`config.mk`:
```
export PLATFORM = sky130hd
export DESIGN_NAME = alu_div32
export DESIGN_NICKNAME = d
export VERILOG_FILES = /design/src/rtl/alu_pkg.sv /design/src/rtl/alu_div32_step.sv /design/src/rtl/alu_div32.sv
export SDC_FILE = /design/constraint.sdc
export NUM_CORES = 1
export LEC_CHECK = 0
export CAP_MARGIN = 20
export CORE_MARGIN = 2
export CORE_UTILIZATION = 60
export CTS_CLUSTER_DIAMETER = 100
export DETAILED_ROUTE_END_ITERATION = 10
export MAX_ROUTING_LAYER = met4
export PLACE_DENSITY = 0.85
export SETUP_SLACK_MARGIN = 0.3
export SKIP_LAST_GASP = 1
export SLEW_MARGIN = 20
export SYNTH_ARGS = -nofsm -noshare
export SYNTH_HDL_FRONTEND = slang
export SYNTH_SLANG_ARGS = --single-unit
```
`constraint.sdc`:
```
create_clock -name clk -period 7.9 [get_ports clk]
set_input_delay 1.58 -clock clk [delete_from_list [all_inputs] [get_ports clk]]
set_output_delay 1.58 -clock clk [all_outputs]
set_load 0.1 [all_outputs]
```
`src/rtl/alu_pkg.sv`:
```
// Shared ALU package: opcodes, FSM state and constants
// used by the sequential divider path.
package alu_pkg;

  localparam int WIDTH = 32;

  localparam logic [3:0] DIV_U = 4'b0000;
  localparam logic [3:0] DIV_S = 4'b0001;

  localparam logic [WIDTH-1:0] DIV0_QUOT = 32'hFFFFFFFF;
  localparam logic [WIDTH-1:0] INT_MIN   = 32'h80000000;

  typedef enum logic [1:0] {
    IDLE,
    CALC,
    FIX
  } state_e;

  function automatic logic [WIDTH-1:0] abs_v(
    input logic [WIDTH-1:0] x
  );
    return x[WIDTH-1] ? -x : x;
  endfunction

endpackage

```
`src/rtl/alu_div32_step.sv`:
```
// One radix-2 restoring division step: shift in a dividend
// bit, trial-subtract the divisor, keep or restore.
import alu_pkg::*;

module div_step (
  input  logic [WIDTH-1:0] rem_i,
  input  logic             bit_i,
  input  logic [WIDTH-1:0] dvs_i,
  output logic [WIDTH-1:0] rem_o,
  output logic             q_o
);

  logic [WIDTH:0]   sh;
  logic [WIDTH+1:0] diff;
  logic             unused_d;

  assign sh   = {rem_i, bit_i};
  assign diff = {1'b0, sh} - {2'b00, dvs_i};
  assign q_o  = ~diff[WIDTH+1];

  // rem_i < dvs_i keeps the kept difference inside WIDTH bits
  assign rem_o    = q_o ? diff[WIDTH-1:0] : sh[WIDTH-1:0];
  assign unused_d = diff[WIDTH];

endmodule

```
`src/rtl/alu_div32.sv`:
```
// Sequential 32-bit divider: start/busy/done handshake,
// one quotient bit per cycle, sign fix-up in FIX.
import alu_pkg::*;

module alu_div32 (
  input  logic             clk,
  input  logic             rst_n,
  input  logic             start,
  input  logic [3:0]       op1,
  input  logic [WIDTH-1:0] in0,
  input  logic [WIDTH-1:0] in1,
  output logic             busy,
  output logic             done,
  output logic [WIDTH-1:0] quot,
  output logic [WIDTH-1:0] rem,
  output logic             zero,
  output logic             N,
  output logic             overflow,
  output logic             div_zero
);

  state_e           state_q;
  logic [4:0]       cnt_q;
  logic [WIDTH-1:0] racc_q;
  logic [WIDTH-1:0] dvd_q;
  logic [WIDTH-1:0] dvs_q;
  logic             sgq_q;
  logic             sgr_q;
  logic             ovf_q;

  logic             is_s;
  logic [WIDTH-1:0] step_rem;
  logic             step_q;
  logic [WIDTH-1:0] quot_d;
  logic [WIDTH-1:0] rem_d;
  logic             unused_c;

  assign is_s     = (op1 & 4'b0001) == DIV_S;
  assign unused_c = ^DIV_U;

  div_step u_step (
    .rem_i (racc_q),
    .bit_i (dvd_q[WIDTH-1]),
    .dvs_i (dvs_q),
    .rem_o (step_rem),
    .q_o   (step_q)
  );

  assign quot_d = sgq_q ? -dvd_q : dvd_q;
  assign rem_d  = sgr_q ? -racc_q : racc_q;

  always_ff @(posedge clk or negedge rst_n) begin
    if (!rst_n) begin
      state_q  <= IDLE;
      cnt_q    <= '0;
      racc_q   <= '0;
      dvd_q    <= '0;
      dvs_q    <= '0;
      sgq_q    <= 1'b0;
      sgr_q    <= 1'b0;
      ovf_q    <= 1'b0;
      busy     <= 1'b0;
      done     <= 1'b0;
      quot     <= '0;
      rem      <= '0;
      zero     <= 1'b0;
      N        <= 1'b0;
      overflow <= 1'b0;
      div_zero <= 1'b0;
    end else begin
      done <= 1'b0;
      unique case (state_q)
        IDLE: begin
          if (start) begin
            racc_q <= '0;
            cnt_q  <= '0;
            busy   <= 1'b1;
            sgq_q  <= is_s & (in0[31] ^ in1[31]);
            sgr_q  <= is_s & in0[31];
            ovf_q  <= is_s && in0 == INT_MIN
                      && in1 == '1;
            dvs_q  <= is_s ? abs_v(in1) : in1;
            // raw dividend kept for the div-by-zero remainder
            if (in1 == '0) begin
              dvd_q   <= in0;
              state_q <= FIX;
            end else begin
              dvd_q   <= is_s ? abs_v(in0) : in0;
              state_q <= CALC;
            end
          end
        end
        CALC: begin
          racc_q <= step_rem;
          dvd_q  <= {dvd_q[WIDTH-2:0], step_q};
          cnt_q  <= cnt_q + 5'd1;
          if (cnt_q == 5'd31) state_q <= FIX;
        end
        FIX: begin
          state_q <= IDLE;
          busy    <= 1'b0;
          done    <= 1'b1;
          if (dvs_q == '0) begin
            quot     <= DIV0_QUOT;
            rem      <= dvd_q;
            zero     <= 1'b0;
            N        <= DIV0_QUOT[WIDTH-1];
            overflow <= 1'b0;
            div_zero <= 1'b1;
          end else begin
            quot     <= quot_d;
            rem      <= rem_d;
            zero     <= quot_d == '0;
            N        <= quot_d[WIDTH-1];
            overflow <= ovf_q;
            div_zero <= 1'b0;
          end
        end
        default: state_q <= IDLE;
      endcase
    end
  end

endmodule
```
==> reports/results.ini <==
[outcome]
status = complete, no violations

[synth]
yosysSeqAreaShare_pct = 37.2
synth-edff-count = 0
synth_top_cells_by_count = o21ai_0, dfrtp_1, nand2_1
syn-instance-count = 1439
yosysWarnings = 0
ys_top_cells_by_area = dfrtp_1, o21ai_0, xor2_1
postSynthRegisterBits = 175
synth-async-reset-ratio_pct = 100
synth.most_common_cell = o21ai_0
syn_avg_cell_area_sq_um = 8.19
synthDistinctLibCells = 66
syn-num-nets = 1550
yosysTopAreaCellShare_pct = 37.2
netlist_area_sq_mm = 0.0118
ys.flop_type = dfrtp_1
yosys.area.top_type = dfrtp_1

[sta]
fmax_mhz = 226
grt_setup_unrepaired = false
fin_crit_ps = 4420
fin_crit_sh_pct = 55.9
relSlewSlack_pct = 28.6
finalSetupViolations = 0
finClkSkew_ps = 16.7
slew_violations = 0
hold_viol = 0
worstMarginPinSlew_ps = 1070
tns_ps = 0

[clock_network]
clk_path_buf_depth = 2
insertion_delay_ps = 440
ctsResizeCount = 0
cts_tree = yes
hold_buffers = 0
cts-root-buf = clkbuf_16
post_cts_buffers = 0
clock-sinks = 175
cts_inserted_buffers = 17
cts.clk_slew.worst_paths_ps = 70
cts_max_level = 4

[detailed_routing]
vias = 11300
drc_errors = 0
vias_per_cell = 6.30
wl_per_cell_um = 18.7
drtIter0Drc = 1187
antenna_left = 0
drt_wl_total_mm = 33.6
dr.pass1.iters = 6

[floorplan]
rows = 51
die_w_um = 144
die-area_sq_mm = 0.0208
core_area_sq_mm = 0.0194
fp.dieH_um = 144
start_util_pct = 60.8
io_pins = 141

[power_and_ir_drop]
p_leak_uw = 0.00573
swShare_pct = 49.4
seqPwrFrac_pct = 30.0
internal_power_uw = 3000
power_switching_uw = 2930
power.share.clock_pct = 14.0
pwr-share-comb_pct = 56.0
peakVddDrop_uv = 200
power_density_mw_per_mm2 = 429

[cells_and_area]
fin_nets = 1624
antenna_cells = 0
area_growth_pct = 17.3
drive_gt1_share_pct = 4.39
final_cells = 1791
fillers = 1568

[place]
dp_cells = 1759
place_congestion = 0.977
dp_hpwl_mm = 25.0
io_buffer_count = 137

[global_route]
grt_max_degree = 106
grt_pass1_wl_mm = 53.6
grt_pass1_vias = 10200
antenna_found_initial = 0
track_usage_pct = 34.1
grt_overflow = 0

[worst_setup_path]
path_class = input pin to register
worstSetupStartpointType = input pin
cp.required_ps = 8230
crit_arrival_ps = 4750
path_max_fanout = 24
endpoint_kind = register

[run]
drv_cap = 0

[worst_hold_path]
hp-class = register to register

==> area by class of cell <==
type / count / area [sq um] / share of cell area, %
clock buffer: 18 / 439 / 3.18
clock inverter: 14 / 148 / 1.07
inverter: 55 / 206 / 1.49
multi-input combinational: 1116 / 6870 / 49.7
sequential: 175 / 4380 / 31.7
tap: 265 / 332 / 2.40
timing repair buffer: 148 / 1460 / 10.5
==> layer usage <==
layer | track usage (%) | part of all wire (%) | wire length [um] | vias to the layer above
met5 | - | 0 | 0 | -
met4 | 9.30 | 2.2 | 743 | 0
met3 | 6.46 | 8.8 | 2940 | 62
met2 | 51.6 | 46 | 15300 | 517
met1 | 47.5 | 43 | 14600 | 5395
li1 | - | - | - | 5301
==> sequential cells by signal (all words and copies together) (netlist names), 2 cells and up <==
signal / count
state_q: 2
cnt_q: 5
quot: 32
dvs_q: 32
dvd_q: 32
rem: 32
racc_q: 32
==> power by group through the flow <==
stage                     Combinational (uW)  Sequential (uW)  Clock, uW
final                                   3320             1780        831
after CTS                               3290             1750        838
after global routing                    3720             1820        876
after global placement                  3190             1760          0
after floorplan                         2550             1640          0
after detailed placement                3270             1770          0
==> cell usage in the layout, fill, tap and decap left out, drive strengths merged, types with 6 or more instances in the layout <==
cell,Yosys,routed
inv,55,62
nand2b,13,13
nor4,22,22
xor2,92,92
nor3,24,24
o21a,6,6
a21oi,115,115
nand3,20,20
nand2,161,161
a22oi,28,28
a21o,10,10
dfrtp,175,175
and3,13,13
buf,5,12
or4,9,9
nand4,24,24
a31oi,14,14
or3,19,19
xnor2,50,50
a32oi,13,13
clkdlybuf4s50,0,136
clkinv,0,7
o22ai,6,6
o21ai,181,181
o41ai,11,11
ha,39,39
mux2i,9,9
a22o,14,14
o31ai,33,33
nor2,128,128
nor2b,7,7
clkbuf,88,18
==> stage by stage <==
step | utilization [%] | worst slack (ps) | cell area, sq um | hold slack [ps] | power [uW]
after floorplan | - | 4080 | 11800 | 449 | 4190
after global placement | 68.3 | 3140 | 13200 | 461 | 4950
after detailed placement | 68.3 | 3080 | 13200 | 469 | 5030
after CTS | 71.3 | 3510 | 13800 | 485 | 5880
after global routing | 71.3 | 3290 | 13800 | 501 | 6410
final | 71.3 | 3480 | 13800 | 479 | 5940
==> final timing paths <==
check / cells after the start / slack, ps / to / start
setup / recovery: 11 / 3480 / dvd_q[15] / in1[19]
hold / removal: 2 / 480 / rem[3] / rem[3]
setup reg to reg: 11 / 3690 / racc_q[28] / dvs_q[1]
hold reg to reg: 2 / 480 / rem[3] / rem[3]
max in group asynchronous: 2 / 5250 / rem[16] / rst_n
min in group asynchronous: 1 / 1210 / dvs_q[11] / rst_n
==> cells by family after synthesis <==
kind of cell / Yosys count / synth area share [%]
compound gates: 467 / 24.1
simple gates: 458 / 18.3
flops: 175 / 37.2
buf+inv: 148 / 4.81
xor+xnor: 142 / 10.6
fa+ha+maj: 40 / 4.31
mux: 9 / 0.764
==> critical path, stage by stage <==
cell	delay, ps
clkdlybuf4s50_1	500
or4_1	610
nor3_1	200
nand4_1	250
nor4_1	640
nor2_1	100
buf_4	240
o41ai_1	100
xor2_1	210
a31oi_1	110
o22a_1	200
(Power assumes the default switching activity.)
